File: src/rtl/acc_iomem_pkg.sv
// Shared definitions for the accelerator iomem register map and the
// pixel fetch master's control FSM.
package acc_iomem_pkg;

    // Accelerator register offsets relative to its base address.
    localparam logic [3:0] CTRL_OFS   = 4'h0;
    localparam logic [3:0] STAT_OFS   = 4'h4;
    localparam logic [7:0] PIX_OFS    = 8'h8;

    localparam logic [3:0] WSTRB_FULL = 4'hF;

    typedef enum logic [2:0] {
        IDLE,
        CFG_WR,
        POLL_RD,
        PIX_RD,
        MEM_WR,
        DONE
    } state_t;

    // Byte-strobe mask covering the lowest 'lanes' byte lanes (4 or more = all).
    function automatic logic [3:0] lane_mask(input logic [2:0] lanes);
        case (lanes)
            3'd0:    return 4'b0000;
            3'd1:    return 4'b0001;
            3'd2:    return 4'b0011;
            3'd3:    return 4'b0111;
            default: return WSTRB_FULL;
        endcase
    endfunction

endpackage

File: src/rtl/pixel_fetch_master_if.sv
// iomem request/response bundle between a bus initiator and a responder.
interface pixel_fetch_master_if;
    logic        valid;
    logic        ready;
    logic [3:0]  wstrb;
    logic [31:0] addr;
    logic [31:0] wdata;
    logic [31:0] rdata;

    modport master (
        output valid, wstrb, addr, wdata,
        input  ready, rdata
    );

    modport slave (
        input  valid, wstrb, addr, wdata,
        output ready, rdata
    );
endinterface

File: src/rtl/pixel_word_packer.sv
// Collects 8-bit pixels little-endian into a 32-bit word and reports how
// many byte lanes hold data, together with the matching write strobe.
module pixel_word_packer
    import acc_iomem_pkg::*;
(
    input  logic        clk,
    input  logic        rstn,
    input  logic        clear,
    input  logic        push,
    input  logic [7:0]  pix,
    output logic [31:0] word,
    output logic [3:0]  strb,
    output logic [2:0]  lane_cnt
);

    // Insert each pushed pixel at the next free lane; clear empties the word so unused lanes read 0.
    always_ff @(posedge clk) begin
        // NOTE: sequential state uses non-blocking assignments so every register samples pre-edge values.
        if (!rstn) begin
            word     <= '0;
            lane_cnt <= '0;
        end else if (clear) begin
            word     <= '0;
            lane_cnt <= '0;
        end else if (push) begin
            word[{lane_cnt[1:0], 3'b000} +: 8] <= pix;
            lane_cnt                          <= lane_cnt + 3'd1;
        end
    end

    assign strb = lane_mask(lane_cnt);

endmodule

File: src/rtl/pixel_fetch_master.sv
// iomem initiator: configures the accelerator, polls for pixels, reads them
// and writes packed 4-pixel words to a destination buffer.
module pixel_fetch_master
    import acc_iomem_pkg::*;
#(
    parameter logic [31:0] ACC_BASE   = 32'h0200_0000,
    parameter int          NUM_PIXELS = 1024,
    parameter int          POLL_LIMIT = 256
) (
    input  logic                        clk,
    input  logic                        rstn,
    input  logic                        start,
    input  logic [1:0]                  mode,
    input  logic [31:0]                 dst_base,
    output logic                        busy,
    output logic                        done,
    output logic                        timeout_err,
    output logic [15:0]                 px_count,
    pixel_fetch_master_if.master        iomem
);

    localparam logic [15:0] LAST_PX  = 16'(NUM_PIXELS);
    localparam logic [15:0] POLL_MAX = 16'(POLL_LIMIT);

    state_t      state, state_next;
    logic [31:0] dst_q;
    logic [1:0]  mode_q;
    logic [15:0] word_idx;
    logic [15:0] poll_cnt;
    logic        req_valid;
    logic        ack;
    logic        accept;
    logic        poll_expire;
    logic        pk_push;
    logic        pk_clear;
    logic [31:0] pk_word;
    logic [3:0]  pk_strb;
    logic [2:0]  pk_lanes;
    logic        unused_bits;

    assign ack         = req_valid && iomem.ready;
    assign accept      = (state == IDLE) && start;
    assign poll_expire = (poll_cnt + 16'd1) == POLL_MAX;
    assign iomem.valid = req_valid;
    assign unused_bits = ^{iomem.rdata[31:8], dst_base[1:0]};

    pixel_word_packer u_packer (
        .clk      (clk),
        .rstn     (rstn),
        .clear    (pk_clear),
        .push     (pk_push),
        .pix      (iomem.rdata[7:0]),
        .word     (pk_word),
        .strb     (pk_strb),
        .lane_cnt (pk_lanes)
    );

    // FSM state register.
    always_ff @(posedge clk) begin
        if (!rstn) state <= IDLE;
        else       state <= state_next;
    end

    // Next-state decode plus the request fields each state presents on the bus.
    always_comb begin
        // NOTE: every output gets a default first so no path can infer a latch.
        state_next  = state;
        busy        = 1'b1;
        done        = 1'b0;
        iomem.addr  = '0;
        iomem.wstrb = '0;
        iomem.wdata = '0;
        pk_push     = 1'b0;
        pk_clear    = accept;
        case (state)
            IDLE: begin
                busy = 1'b0;
                if (start) state_next = CFG_WR;
            end
            CFG_WR: begin
                iomem.addr  = ACC_BASE + 32'(CTRL_OFS);
                iomem.wstrb = WSTRB_FULL;
                iomem.wdata = {30'b0, mode_q};
                if (ack) state_next = POLL_RD;
            end
            POLL_RD: begin
                iomem.addr = ACC_BASE + 32'(STAT_OFS);
                if (ack) begin
                    if (iomem.rdata[0])   state_next = PIX_RD;
                    else if (poll_expire) state_next = DONE;
                end
            end
            PIX_RD: begin
                iomem.addr = ACC_BASE + 32'(PIX_OFS);
                if (ack) begin
                    pk_push = 1'b1;
                    // Flush on a full word or on the frame's final pixel.
                    if (pk_lanes == 3'd3 || (px_count + 16'd1) == LAST_PX) state_next = MEM_WR;
                    else                                                   state_next = POLL_RD;
                end
            end
            MEM_WR: begin
                iomem.addr  = dst_q + {14'b0, word_idx, 2'b00};
                iomem.wstrb = pk_strb;
                iomem.wdata = pk_word;
                if (ack) begin
                    pk_clear   = 1'b1;
                    state_next = (px_count == LAST_PX) ? DONE : POLL_RD;
                end
            end
            DONE: begin
                busy       = 1'b0;
                done       = 1'b1;
                state_next = IDLE;
            end
            default: begin
                busy       = 1'b0;
                state_next = IDLE;
            end
        endcase
    end

    // Request handshake, frame context and counters.
    always_ff @(posedge clk) begin
        if (!rstn) begin
            req_valid   <= 1'b0;
            dst_q       <= '0;
            mode_q      <= '0;
            word_idx    <= '0;
            poll_cnt    <= '0;
            px_count    <= '0;
            timeout_err <= 1'b0;
        end else begin
            // Drop valid right after the ack; the state advances on the same
            // edge, so the next request rises one idle cycle later.
            if (ack)
                req_valid <= 1'b0;
            else if (state inside {CFG_WR, POLL_RD, PIX_RD, MEM_WR})
                req_valid <= 1'b1;

            if (accept) begin
                dst_q       <= {dst_base[31:2], 2'b00};
                mode_q      <= mode;
                word_idx    <= '0;
                poll_cnt    <= '0;
                px_count    <= '0;
                timeout_err <= 1'b0;
            end

            if (state == POLL_RD && ack) begin
                if (iomem.rdata[0]) begin
                    poll_cnt <= '0;
                end else begin
                    poll_cnt <= poll_cnt + 16'd1;
                    if (poll_expire) timeout_err <= 1'b1;
                end
            end

            if (pk_push) px_count <= px_count + 16'd1;

            if (state == MEM_WR && ack) word_idx <= word_idx + 16'd1;
        end
    end

endmodule

File: src/flat_wrapper.sv
// flat-port wrapper written by rule: the top's interface ports become plain ports
module pixel_fetch_master_flat import acc_iomem_pkg::*;
#(
    parameter logic [31:0] ACC_BASE   = 32'h0200_0000,
    parameter int          NUM_PIXELS = 1024,
    parameter int          POLL_LIMIT = 256
)
  (clk, rstn, start, mode, dst_base, busy, done, timeout_err, px_count, iomem_valid, iomem_wstrb, iomem_addr, iomem_wdata, iomem_ready, iomem_rdata);
  pixel_fetch_master_if iomem_i ();
  input  logic clk;
  input  logic rstn;
  input  logic start;
  input  logic [1:0] mode;
  input  logic [31:0] dst_base;
  output logic busy;
  output logic done;
  output logic timeout_err;
  output logic [15:0] px_count;
  output wire logic [$bits(iomem_i.valid)-1:0] iomem_valid;
  output wire logic [$bits(iomem_i.wstrb)-1:0] iomem_wstrb;
  output wire logic [$bits(iomem_i.addr)-1:0] iomem_addr;
  output wire logic [$bits(iomem_i.wdata)-1:0] iomem_wdata;
  input wire logic [$bits(iomem_i.ready)-1:0] iomem_ready;
  input wire logic [$bits(iomem_i.rdata)-1:0] iomem_rdata;
  assign iomem_valid = iomem_i.valid;
  assign iomem_wstrb = iomem_i.wstrb;
  assign iomem_addr = iomem_i.addr;
  assign iomem_wdata = iomem_i.wdata;
  assign iomem_i.ready = iomem_ready;
  assign iomem_i.rdata = iomem_rdata;
  pixel_fetch_master #(.ACC_BASE(ACC_BASE), .NUM_PIXELS(NUM_PIXELS), .POLL_LIMIT(POLL_LIMIT)) u_core (.clk(clk), .rstn(rstn), .start(start), .mode(mode), .dst_base(dst_base), .busy(busy), .done(done), .timeout_err(timeout_err), .px_count(px_count), .iomem(iomem_i));
endmodule
File: config.mk
export PLATFORM = sky130hd
export DESIGN_NAME = pixel_fetch_master_flat
export DESIGN_NICKNAME = d
export VERILOG_FILES = /design/src/rtl/acc_iomem_pkg.sv /design/src/rtl/pixel_fetch_master_if.sv /design/src/rtl/pixel_word_packer.sv /design/src/rtl/pixel_fetch_master.sv /design/src/flat_wrapper.sv
export SDC_FILE = /design/constraint.sdc
export NUM_CORES = 1
export LEC_CHECK = 0
export ABC_AREA = 1
export BUFFER_PORTS_ARGS = -buffer_cell sky130_fd_sc_hd__buf_2
export CORE_MARGIN = 5
export CORE_UTILIZATION = 50
export CTS_CLUSTER_DIAMETER = 100
export DETAILED_ROUTE_END_ITERATION = 8
export GPL_ROUTABILITY_DRIVEN = 0
export GPL_TIMING_DRIVEN = 1
export PLACE_DENSITY = 0.74
export SLEW_MARGIN = 15
export SYNTH_ARGS = -nofsm -noshare
export SYNTH_HDL_FRONTEND = slang
export SYNTH_SLANG_ARGS = --single-unit
File: constraint.sdc
create_clock -name clk -period 3.34 [get_ports clk]
set_input_delay 0.668 -clock clk [delete_from_list [all_inputs] [get_ports clk]]
set_output_delay 0.668 -clock clk [all_outputs]
set_load 0.02 [all_outputs]
==> summary.txt <==
DETAILED ROUTING
------------------------------------------------------------------------------------------
First-iteration detailed-routing DRC count ..................................          507
Detailed Routing Iterations Pass 1 ..........................................            7
Detail-routed via count per cell ............................................         5.21
Number of design rule violations left after detail routing ..................            0
Post-route antenna net violation count ......................................            0
Via Count ...................................................................        7,413
Routed wire per std cell ....................................................      13.5 um
Total wire length after detailed routing ....................................    19,300 um

SETUP PATH
------------------------------------------------------------------------------------------
Cell chain of the critical path ............................................. ha_1 -> inv_1 -> o21bai_1 -> a21oi_4 -> o21ai_2 -> nand3_2 -> a21oi_2 -> nand2_1 -> o21ai_0 -> a21oi_1 -> buf_2
Largest fanout of any net on the critical path ..............................            4
Worst r2r dst ............................................................... u_core.u_packer.word[19]$_SDFFE_PP0P_
Worst path top cell family by delay ......................................... compound AO/OA/AOI/OAI gates
CP endpoint kind ............................................................ primary output
Arrival time worst endpoint .................................................      2540 ps
Worst Reg-to-Reg Cells ......................................................            8
Number of buffer and inverter instances along the worst setup path ..........            2
Worst flop-to-flop path startpoint .......................................... u_core.u_packer.lane_cnt[0]$_SDFFE_PP0P_
Worst setup slack for register-to-register paths ............................       630 ps
Critical path launch point type .............................................         flop
Peak per-stage delay on the critical path ...................................       340 ps
Worst Setup Path Type ....................................................... flop to primary output
Required time worst endpoint ................................................      2670 ps
Standard cell with the maximum stage delay on the critical path ............. sky130_fd_sc_hd__dfxtp_1

GLOBAL ROUTING
------------------------------------------------------------------------------------------
Antenna violations before repair ............................................            0
Gr ovfl total ...............................................................            0
Number of global-route vias before repair ...................................        6,661
Tot GR Track Use ............................................................        22.5%
Pin count of the biggest net entering global routing ........................           44
Global-route wire length before repair ......................................    31,100 um

POWER
------------------------------------------------------------------------------------------
Cell area power density .....................................................  518 nW/um^2
Maximum ir drop on the vdd rail .............................................       370 uV
Overall power consumption ...................................................      4.52 mW
Leakage power figure ........................................................      3.73 nW

SYNTHESIS
------------------------------------------------------------------------------------------
Post-synthesis async set-or-reset flop share ................................           0%
Top FF cell, synth .......................................................... sky130_fd_sc_hd__dfxtp_1
Avg Synthesized Cell Area ...................................................   6.59 sq um
EDFF count, synth ...........................................................            0
Instance count of the mapped netlist ........................................        1,108
Sequential area share after synthesis .......................................        32.9%
Number of flip-flops and latches in the synthesized netlist .................          120
Number of distinct library cells after synthesis ............................           51
Total number of yosys warnings ..............................................            0
Cell area after synthesis ...................................................   7310 sq um

STA
------------------------------------------------------------------------------------------
Setup violation total in the final timing report ............................            0
Final TNS setup .............................................................         0 ps
Portion of the clock cycle consumed by the worst path in the final layout ...        95.9%
Slew Limit Fails ............................................................            0
Worst-case hold slack .......................................................       449 ps
Slew of the pin with the lowest slew margin .................................       639 ps
Final worst path period need ................................................      3200 ps
Setup repair after global routing missed its margin .........................         true
Worst Skew ..................................................................      7.15 ps
Highest Clock Rate ..........................................................      312 MHz
Slew margin rel. ............................................................        57.3%
Post-route worst setup slack ................................................       135 ps
Total count of hold-check failures in the final report ......................            0

JOB
------------------------------------------------------------------------------------------
Number of max-cap violations ................................................            0

FINAL LAYOUT
------------------------------------------------------------------------------------------
Number of nets at the end of the flow .......................................        1,325
Number of antenna cells inserted ............................................            0
Area growth from synthesis to layout ........................................        19.6%
Summed area of non-filler cells in the final layout .........................   8740 sq um
Number of standard cells in the final layout excluding fillers ..............        1,423
Core Util, Final ............................................................        60.6%
Proportion of layout cells with a drive suffix above 1 ......................        19.9%

CLOCK NETWORK
------------------------------------------------------------------------------------------
Deepest level of the CTS H-tree .............................................            4
Clock edge transition at the registers on the reported setup and hold paths .        60 ps
CTS buffer count ............................................................           17
Clock sink total ............................................................          120
Clock latency reported for the late side of the worst-skew pair .............       420 ps
Hold-fix buffer count after cts .............................................            0
TritonCTS clock tree ........................................................          yes
Master cell of the clock root buffer ........................................ sky130_fd_sc_hd__clkbuf_16
Max clock buf depth .........................................................            2

FLOORPLAN
------------------------------------------------------------------------------------------
Area of the placeable core .................................................. 14,400 sq um
Top-Level Pins ..............................................................          158
Cell Rows ...................................................................           44
Die outline width ...........................................................       131 um
Chip Height .................................................................       131 um
Initial Util ................................................................        50.7%
Total die area .............................................................. 17,100 sq um

MIN PATH
------------------------------------------------------------------------------------------
Worst Hold Endpoint ......................................................... u_core.mode_q[1]$_SDFFE_PN0P_
Min-delay worst type ........................................................ flop to flop
Cell count of the worst hold path ...........................................            2
Startpoint of the lowest-slack hold path .................................... u_core.mode_q[1]$_SDFFE_PN0P_

PLACED DESIGN
------------------------------------------------------------------------------------------
Post-DP Area ................................................................   8070 sq um
Number of buffers added on ports ............................................          129
Worst slack at placement ....................................................       202 ps
Half-perimeter wire length of the detailed placement result .................    14,000 um
Post-Place Cells ............................................................        1,390

RUN STATUS
------------------------------------------------------------------------------------------
Run status ..................................................................    completed

[state kept, by name (all words and copies together) (netlist names)]
register                  count
u_core.timeout_err            1
u_core.poll_cnt              16
u_core.u_packer.lane_cnt      3
u_core.word_idx              16
u_core.state                  3
u_core.px_count              16
u_core.iomem.valid            1
u_core.u_packer.word         32
u_core.dst_q                 30
u_core.mode_q                 2
[how the worst max path moves through the flow]
stage / endpoint / start / depth (start not counted)
4_1_cts: iomem_addr[31] / u_core.word_idx[2]$_SDFFE_PN0P_ / 12
6_report: iomem_addr[26] / u_core.word_idx[5]$_SDFFE_PN0P_ / 11
3_5_place_dp: iomem_addr[28] / u_core.word_idx[0]$_SDFFE_PN0P_ / 12
5_1_grt: iomem_addr[28] / u_core.word_idx[0]$_SDFFE_PN0P_ / 12
3_3_place_gp: iomem_addr[28] / u_core.word_idx[0]$_SDFFE_PN0P_ / 12
2_1_floorplan: iomem_addr[28] / u_core.word_idx[0]$_SDFFE_PN0P_ / 11
[layout make-up]
cell class                      count  area, sq um
Multi-Input combinational cell    812         4280
Fill cell                        1403         5690
Clock inverter                     10         92.6
Sequential cell                   120         2400
Clock buffer                       22          494
Timing Repair Buffer              138          716
Inverter                          137          518
Tap cell                          184          230
[layout by cell type (no fill, tap or decap), drive strengths merged, types with 2 or more instances in the layout]
cell	synthesis	final
ha	28	28
clkinv	3	6
a21oi	125	125
o211ai	2	2
nor2	171	171
xnor2	2	2
nor4	2	2
a211oi	9	9
o21ai	95	95
clkbuf	19	22
a21o	2	2
inv	134	135
clkinvlp	0	5
nand2	231	231
a31oi	7	7
xor2	12	12
dfxtp	120	120
nand4	11	11
o21bai	3	3
nand3	67	67
buf	21	138
nor3	21	21
conb	1	2
or2	2	2
o22ai	5	5
o21a	3	3
nand3b	4	4
[Yosys cell counts (7+ instances only)]
master,n,area (sq um)
sky130_fd_sc_hd__a211oi_1,7,52.6
sky130_fd_sc_hd__a21oi_1,123,616
sky130_fd_sc_hd__a31oi_1,7,43.8
sky130_fd_sc_hd__buf_1,7,26.3
sky130_fd_sc_hd__buf_2,10,50.1
sky130_fd_sc_hd__clkbuf_1,19,71.3
sky130_fd_sc_hd__dfxtp_1,120,2400
sky130_fd_sc_hd__ha_1,28,350
sky130_fd_sc_hd__inv_1,124,465
sky130_fd_sc_hd__inv_2,10,37.5
sky130_fd_sc_hd__nand2_1,215,807
sky130_fd_sc_hd__nand2_2,12,75.1
sky130_fd_sc_hd__nand3_1,61,305
sky130_fd_sc_hd__nand4_1,10,62.6
sky130_fd_sc_hd__nor2_1,156,586
sky130_fd_sc_hd__nor2_4,7,78.8
sky130_fd_sc_hd__nor3_1,19,95.1
sky130_fd_sc_hd__o21ai_0,83,415
sky130_fd_sc_hd__o21ai_1,9,45.0
sky130_fd_sc_hd__xor2_1,12,105
[per-layer routing]
layer  vias to the layer above  wire length [um]  part of all wire [%]  global-route usage, %
li1                       3870                 -                     -                      -
met1                      3331              8800                    46                   29.4
met2                       180              8950                    46                   37.5
met3                        32              1200                   6.2                   4.96
met4                         0               317                   1.6                   6.59
met5                         -                 0                     0                      0
[worst reg2reg max path, stage by stage, from the launching register on]
cell and delay [ps]:
sky130_fd_sc_hd__dfxtp_1 550, sky130_fd_sc_hd__clkinvlp_4 320, sky130_fd_sc_hd__ha_1 600, sky130_fd_sc_hd__clkinv_1 330
sky130_fd_sc_hd__nor2_1 320, sky130_fd_sc_hd__inv_1 160, sky130_fd_sc_hd__nor3_1 220, sky130_fd_sc_hd__a21oi_1 60
sky130_fd_sc_hd__nor2_1 90
[cell families (layout without fill, tap and decap cells)]
| group | count (synthesis) | count (layout) | share of synthesized area [%] |
|---|---|---|---|
| adders and majority gates | 29 | 29 | 5.07 |
| and+or+nand+nor | 510 | 510 | 31.7 |
| AOI/OAI and AO/OA | 257 | 257 | 19.2 |
| xor gates and xnor gates | 14 | 14 | 1.68 |
| DFF | 120 | 120 | 32.9 |
| other | 1 | 2 | 0.0513 |
| buffers and inverters | 177 | 307 | 9.47 |
[power breakdown]
part,internal [mW],switching [mW]
Combinational,0.308,0.742
Clock,1.12,0.676
Sequential,1.57,0.111
[what timing repair did]
| action | CTS | global route |
|---|---|---|
| setup endpoints to repair | 9 | 21 |
| pin swaps | 2 | 2 |
| resized for setup | 7 | 13 |
| buffers inserted | 1 | 0 |
Note: power is estimated with default switching activity, not from simulation.
